**src/rtl/alarm_ctrl.sv**
```systemverilog
// Alarm controller: stores an editable alarm time, watches the live hr/min
// counters for a fresh match and sequences ring, snooze and auto-stop using
// the one-per-second tick from the counter chain.
module alarm_ctrl #(
    parameter int RING_SECS   = 60,
    parameter int SNOOZE_MINS = 5,
    parameter int MAX_SNOOZE  = 3
) (
    input  logic       i_clk,
    input  logic       i_rst,
    input  logic       i_set,
    input  logic       i_up,
    input  logic       i_down,
    input  logic       i_left,
    input  logic       i_right,
    input  logic       i_en_toggle,
    input  logic       i_snooze,
    input  logic       i_stop,
    input  logic       i_sec_tick,
    input  logic [4:0] i_cur_hr,
    input  logic [5:0] i_cur_min,
    output logic [4:0] o_alarm_hr,
    output logic [5:0] o_alarm_min,
    output logic       o_alarm_en,
    output logic       o_ringing,
    output logic [2:0] o_state,
    output logic [2:0] o_snooze_left
);

    typedef enum logic [2:0] {
        IDLE    = 3'd0,
        SET_MIN = 3'd1,
        SET_HR  = 3'd2,
        RING    = 3'd3,
        SNOOZE  = 3'd4
    } state_t;

    localparam logic [7:0]  RING_LIM    = 8'(RING_SECS);
    localparam logic [10:0] SNOOZE_LIM  = 11'(SNOOZE_MINS * 60);
    localparam logic [2:0]  SNOOZE_INIT = 3'(MAX_SNOOZE);

    state_t      r_state;
    logic [4:0]  r_alarm_hr;
    logic [5:0]  r_alarm_min;
    logic        r_alarm_en;
    logic [2:0]  r_snooze_left;
    logic [7:0]  r_ring_cnt;
    logic [10:0] r_snooze_cnt;
    logic        r_match_d;

    logic        w_match;
    logic        w_trigger;
    logic [5:0]  w_min_edit;
    logic [4:0]  w_hr_edit;

    // A trigger is the first cycle of an alarm-time match while armed and idle,
    // so a match already present when arming or leaving set mode never fires.
    always_comb begin
        w_match   = (i_cur_hr == r_alarm_hr) && (i_cur_min == r_alarm_min);
        w_trigger = w_match && !r_match_d && r_alarm_en && (r_state == IDLE);
    end

    // Candidate edited values for both fields; up+down together clears the field.
    always_comb begin
        w_min_edit = r_alarm_min;
        w_hr_edit  = r_alarm_hr;
        if (i_up && i_down) begin
            w_min_edit = 6'd0;
            w_hr_edit  = 5'd0;
        end else if (i_up) begin
            w_min_edit = (r_alarm_min == 6'd59) ? 6'd0 : r_alarm_min + 6'd1;
            w_hr_edit  = (r_alarm_hr == 5'd23) ? 5'd0 : r_alarm_hr + 5'd1;
        end else if (i_down) begin
            w_min_edit = (r_alarm_min == 6'd0) ? 6'd59 : r_alarm_min - 6'd1;
            w_hr_edit  = (r_alarm_hr == 5'd0) ? 5'd23 : r_alarm_hr - 5'd1;
        end
    end

    // Main controller: state, alarm time, enable, snooze budget and counters.
    always_ff @(posedge i_clk) begin
        if (i_rst) begin
            r_state       <= IDLE;
            r_alarm_hr    <= 5'd0;
            r_alarm_min   <= 6'd0;
            r_alarm_en    <= 1'b0;
            r_snooze_left <= SNOOZE_INIT;
            r_ring_cnt    <= 8'd0;
            r_snooze_cnt  <= 11'd0;
            r_match_d     <= 1'b0;
        end else begin
            r_match_d <= w_match;
            case (r_state)
                IDLE: begin
                    if (w_trigger) begin
                        r_state       <= RING;
                        r_ring_cnt    <= 8'd0;
                        r_snooze_cnt  <= 11'd0;
                        r_snooze_left <= SNOOZE_INIT;
                    end else if (i_set) begin
                        r_state <= SET_MIN;
                    end
                    if (i_en_toggle) begin
                        r_alarm_en <= !r_alarm_en;
                    end
                end
                SET_MIN, SET_HR: begin
                    if (i_set) begin
                        r_state <= IDLE;
                    end else begin
                        if (r_state == SET_MIN) begin
                            r_alarm_min <= w_min_edit;
                        end else begin
                            r_alarm_hr <= w_hr_edit;
                        end
                        if (i_left || i_right) begin
                            r_state <= (r_state == SET_MIN) ? SET_HR : SET_MIN;
                        end
                    end
                end
                RING: begin
                    if (i_stop) begin
                        r_state <= IDLE;
                    end else if (i_en_toggle) begin
                        r_state    <= IDLE;
                        r_alarm_en <= 1'b0;
                    end else if (i_snooze) begin
                        if (r_snooze_left != 3'd0) begin
                            r_state       <= SNOOZE;
                            r_snooze_left <= r_snooze_left - 3'd1;
                            r_snooze_cnt  <= 11'd0;
                        end else begin
                            r_state <= IDLE;
                        end
                    end else if (i_sec_tick) begin
                        if (r_ring_cnt + 8'd1 == RING_LIM) begin
                            r_state <= IDLE;
                        end
                        r_ring_cnt <= r_ring_cnt + 8'd1;
                    end
                end
                SNOOZE: begin
                    if (i_stop) begin
                        r_state <= IDLE;
                    end else if (i_en_toggle) begin
                        r_state    <= IDLE;
                        r_alarm_en <= 1'b0;
                    end else if (i_sec_tick) begin
                        if (r_snooze_cnt + 11'd1 == SNOOZE_LIM) begin
                            r_state    <= RING;
                            r_ring_cnt <= 8'd0;
                        end
                        r_snooze_cnt <= r_snooze_cnt + 11'd1;
                    end
                end
                default: begin
                    r_state <= IDLE;
                end
            endcase
        end
    end

    // Outputs are the registers themselves; the buzzer is a decode of RING.
    always_comb begin
        o_alarm_hr    = r_alarm_hr;
        o_alarm_min   = r_alarm_min;
        o_alarm_en    = r_alarm_en;
        o_state       = r_state;
        o_snooze_left = r_snooze_left;
        o_ringing     = (r_state == RING);
    end

endmodule

```
**config.mk**
```make
export PLATFORM = sky130hd
export DESIGN_NAME = alarm_ctrl
export DESIGN_NICKNAME = d
export VERILOG_FILES = /design/src/rtl/alarm_ctrl.sv
export SDC_FILE = /design/constraint.sdc
export NUM_CORES = 1
export LEC_CHECK = 0
export CAP_MARGIN = 20
export CELL_PAD_IN_SITES_DETAIL_PLACEMENT = 0
export CELL_PAD_IN_SITES_GLOBAL_PLACEMENT = 1
export CORE_AREA = 2 2 77 79
export CTS_BUF_LIST = sky130_fd_sc_hd__clkbuf_4 sky130_fd_sc_hd__clkbuf_8
export CTS_CLUSTER_DIAMETER = 80
export CTS_CLUSTER_SIZE = 30
export DETAILED_ROUTE_END_ITERATION = 16
export DIE_AREA = 0 0 79 81
export DONT_BUFFER_PORTS = 1
export GPL_TIMING_DRIVEN = 0
export HOLD_SLACK_MARGIN = 0.03
export PLACE_DENSITY_LB_ADDON = 0.1
export REMOVE_ABC_BUFFERS = 1
export SYNTH_ARGS = -nofsm -noshare
export SYNTH_HDL_FRONTEND = slang
export SYNTH_SLANG_ARGS = --single-unit
```
**constraint.sdc**
```tcl
create_clock -name i_clk -period 2.3 [get_ports i_clk]
set_input_delay 0.46 -clock i_clk [delete_from_list [all_inputs] [get_ports i_clk]]
set_output_delay 0.46 -clock i_clk [all_outputs]
set_load 0.05 [all_outputs]
```
==> results of run 1 <==
==> path summary, 6_finish.rpt <==
kind                                       start               end  slack [ps]  depth (start not counted)
worst min-delay path                       i_rst     o_alarm_hr[1]         220                          1
worst max-delay path              o_alarm_min[4]   r_snooze_cnt[6]         170                          6
worst max register to register    o_alarm_min[4]   r_snooze_cnt[6]         170                          6
worst min register to register  r_snooze_cnt[10]  r_snooze_cnt[10]         480                          1
==> power by group through the flow <==
stage               Sequential (uW)  Clock (uW)  Combinational [uW]
finish                          779         495                 236
global route                    785         543                 265
CTS                             781         513                 233
detailed placement              793           0                 231
global placement                793           0                 231
floorplan                       780           0                 193
==> critical path, delay by kind of cell (launching register included) <==
| family | cells | cell delay [ps] |
|---|---|---|
| and+or+nand+nor | 3 | 740 |
| AOI/OAI and AO/OA | 2 | 480 |
| xor gates and xnor gates | 1 | 170 |
| DFF | 1 | 610 |
==> cells in the final DEF, fill, tap and decap left out, drive strengths merged, types with 4 or more instances in the layout <==
cell type and instances:
a211oi 8, a21oi 33, a311oi 7, a31oi 6, and2 5, and3 6
clkbuf 7, dfxtp 38, ha 9, inv 16, nand2 26, nand2b 6
nand3 13, nand3b 7, nor2 33, nor3 9, nor4 7, o21a 4
o21ai 24, or3 4, xnor2 14
==> metrics by stage <==
step                utilization [%]  hold slack, ps  setup WS [ps]
floorplan                         -             433          -7.76
global placement               47.1             480           -389
detailed placement             47.1             464           -382
CTS                            49.3             214          0.468
global route                   49.6             200           8.50
finish                         49.6             220            166
==> layer usage <==
metal  global-route usage, %  vias up  routed length, um
met5                       0        -                  0
met4                    5.52        0                 68
met3                    5.44        7                340
met2                    34.4       57               3000
met1                    25.9     1155               2900
li1                        -     1229                  -
==> state kept, by name, indices dropped and copies added (netlist names) <==
register       count
o_snooze_left      3
o_alarm_hr         5
o_alarm_min        6
r_snooze_cnt      11
o_alarm_en         1
o_state            3
r_match_d          1
r_ring_cnt         8
==> logic make-up (layout without fill, tap and decap cells) <==
| group | after synthesis | in the layout |
|---|---|---|
| AOI/OAI and AO/OA | 102 | 102 |
| xor gates and xnor gates | 16 | 16 |
| muxes | 4 | 4 |
| buffers and inverters | 34 | 25 |
| DFF | 38 | 38 |
| adders and majority gates | 9 | 9 |
| and+or+nand+nor | 137 | 137 |
==> area by class of cell <==
class                           instances  area share [%]
Clock buffer                            7            3.20
Clock inverter                          1           0.178
Inverter                               17            2.31
Multi-Input combinational cell        268            63.0
Sequential cell                        38            28.0
Tap cell                               75            3.33
==> repair_timing <==
action	CTS	global route
resized for setup	16	6
pin swaps	0	0
endpoints found under the setup margin	28	19
==> key figures, run 1 <==
Worst setup path
  • Arr. time, crit path: ~2300 ps
  • CP max FO: 12
  • CP Class: register to register
  • CP max-delay cell: dfxtp_2
  • Worst path required time: ~2500 ps
  • Critical Path Sink Type: register
  • Critical path, cell by cell: xnor2_1 > nand3_1 > nor4_4 > nor2b_1 > o21ai_4 > a311oi_1
  • Crit path largest cell delay: between 600 and 700 ps
  • Startpoint types: register

Floorplan
  • # rows: 28
  • Die X: 79 um
  • CORE AREA: approximately 5700 um2
  • Top-level I/O count: roughly 40
  • Chip height: a little over 80 um
  • Initial core utilization: between 40 and 50%
  • Die ar.: between 6000 and 7000 um2

Clock network
  • CTS Buf Count: 5
  • Post-CTS Setup Inserts: 0
  • Root buffer cell: clkbuf_8
  • Buffer depth of the longest clock path: 2
  • H-tree Lvls: 2
  • TritonCTS clock tree: done
  • Clock Sink Count: 38
  • CTS clk-pin slew, worst paths: 80 ps
  • Clock network latency to the later pin of the worst-skew pair: a little under 300 ps
  • Cts hold-fix bufs: 0

STA
  • Crit share post-route: between 90 and 100%
  • Final Hold Fails: 0
  • Clock Skew: 3.53 ps
  • Max Fclk: about 470 MHz
  • Worst Tran Pin Value: roughly 650 ps
  • RSZ-0062 raised after global routing: false
  • Tmin final: around 2100 ps
  • Max Slew Vio Count: 0
  • TNS Setup: 0 ps
  • Slew margin rel.: 56.7%
  • Setup violators final: 0

Pwr
  • Pint: 1030 uW
  • Sequential power share: roughly 52%
  • Clock share of power: between 30% and 40%
  • LEAKAGE: ~0.00096 uW
  • Peak supply drop: 293 uV
  • Pwr Total: between 1500 and 2000 uW
  • NetSw: around 480 uW
  • Logic gate share of total power: about 16%
  • P per Cell Area: ~540 nW/um2
  • Switching Share: 31.8%

Finish
  • Layout area overhead: 5.64%
  • Layout Nets: 361
  • ANT cells: 0
  • Layout cells sized above 1: about 14%
  • Post-route insts no fill: a little over 400
  • Area of the multi-input gates: approximately 1800 um2
  • Sequential standard cell area: 788 um2
  • Finished Cell Area: between 2000 and 3000 um2
  • Fill cells: around 590

Flow run
  • Max Cap Viol: 0

GRT
  • Largest net degree at the start of global routing: 38
  • Grt ovf: 0
  • Global-route wire length before repair: ~11,000 um
  • Antenna violations before repair: 0
  • Total GRT Usage: just over 20%
  • Vias in the first global route: 2,192

Logic synthesis
  • Mapped cell area: ~2700 um2
  • Yosys top cell by area: dfxtp_1
  • Top post-synthesis cells by count: dfxtp_1, a21oi_1, nor2_1
  • Synth Area in Simple Gates: between 20% and 30%
  • Multiplexer share of the synthesized area: roughly 1.6%
  • Post-synthesis compound-gate area fraction: roughly 25%
  • Post-synth top area share: around 29%
  • Adder-cell share of the synthesized area: about 4.2%
  • Largest family of logic cells by synthesized area: simple AND/OR/NAND/NOR gates
  • Flop and latch count out of synthesis: 38
  • Asr flop ratio synth: 0%
  • Mapped Avg Cell Area: 7.83 um2
  • Post-synthesis sequential area ratio: approximately 29%
  • Main synth FF type: dfxtp_1
  • Post-Synthesis Cells: 340
  • Most common cell in the netlist: dfxtp_1
  • Post-synthesis cell type count: 60
  • Synth top area cells: dfxtp_1, a21oi_1, nor2_1
  • Post-synth EDFFs: 0
  • Number of synthesis warnings: 0
  • Fraction of synthesized cell area in xor and xnor cells: approximately 5.8%

Placed design
  • Placer Congestion: between 0.7 and 0.8
  • Placed instance area: about 2700 um2
  • PortBufs: 0
  • Detailed placement HPWL: about 4500 um
  • Cells after DPL: between 300 and 400

Min path
  • Worst hold path type: input port to register

Route
  • Remaining antenna violation count: 0
  • Drt first pass iters: 4
  • Post-route DRC: 0
  • Avg Vias per Cell: around 6
  • WL final: 6320 um
  • Iteration-0 DRC Markers: around 110
  • Via count: around 2.4k
  • DR WL/cell: roughly 16 um

Status
  • Status: completed
Note: power is estimated with default switching activity, not from simulation.
==> run 2, diff against run 1 <==
==> constraint.sdc (replaced) <==
create_clock -name i_clk -period 2.3 [get_ports i_clk]
set_input_delay 0.69 -clock i_clk [delete_from_list [all_inputs] [get_ports i_clk]]
set_output_delay 0.69 -clock i_clk [all_outputs]
set_load 0.05 [all_outputs]
==> results of run 2 <==
The final DEF is identical to that of run 1. Status: completed.
Among the figures that moved: hold slack 220 ps -> 450 ps
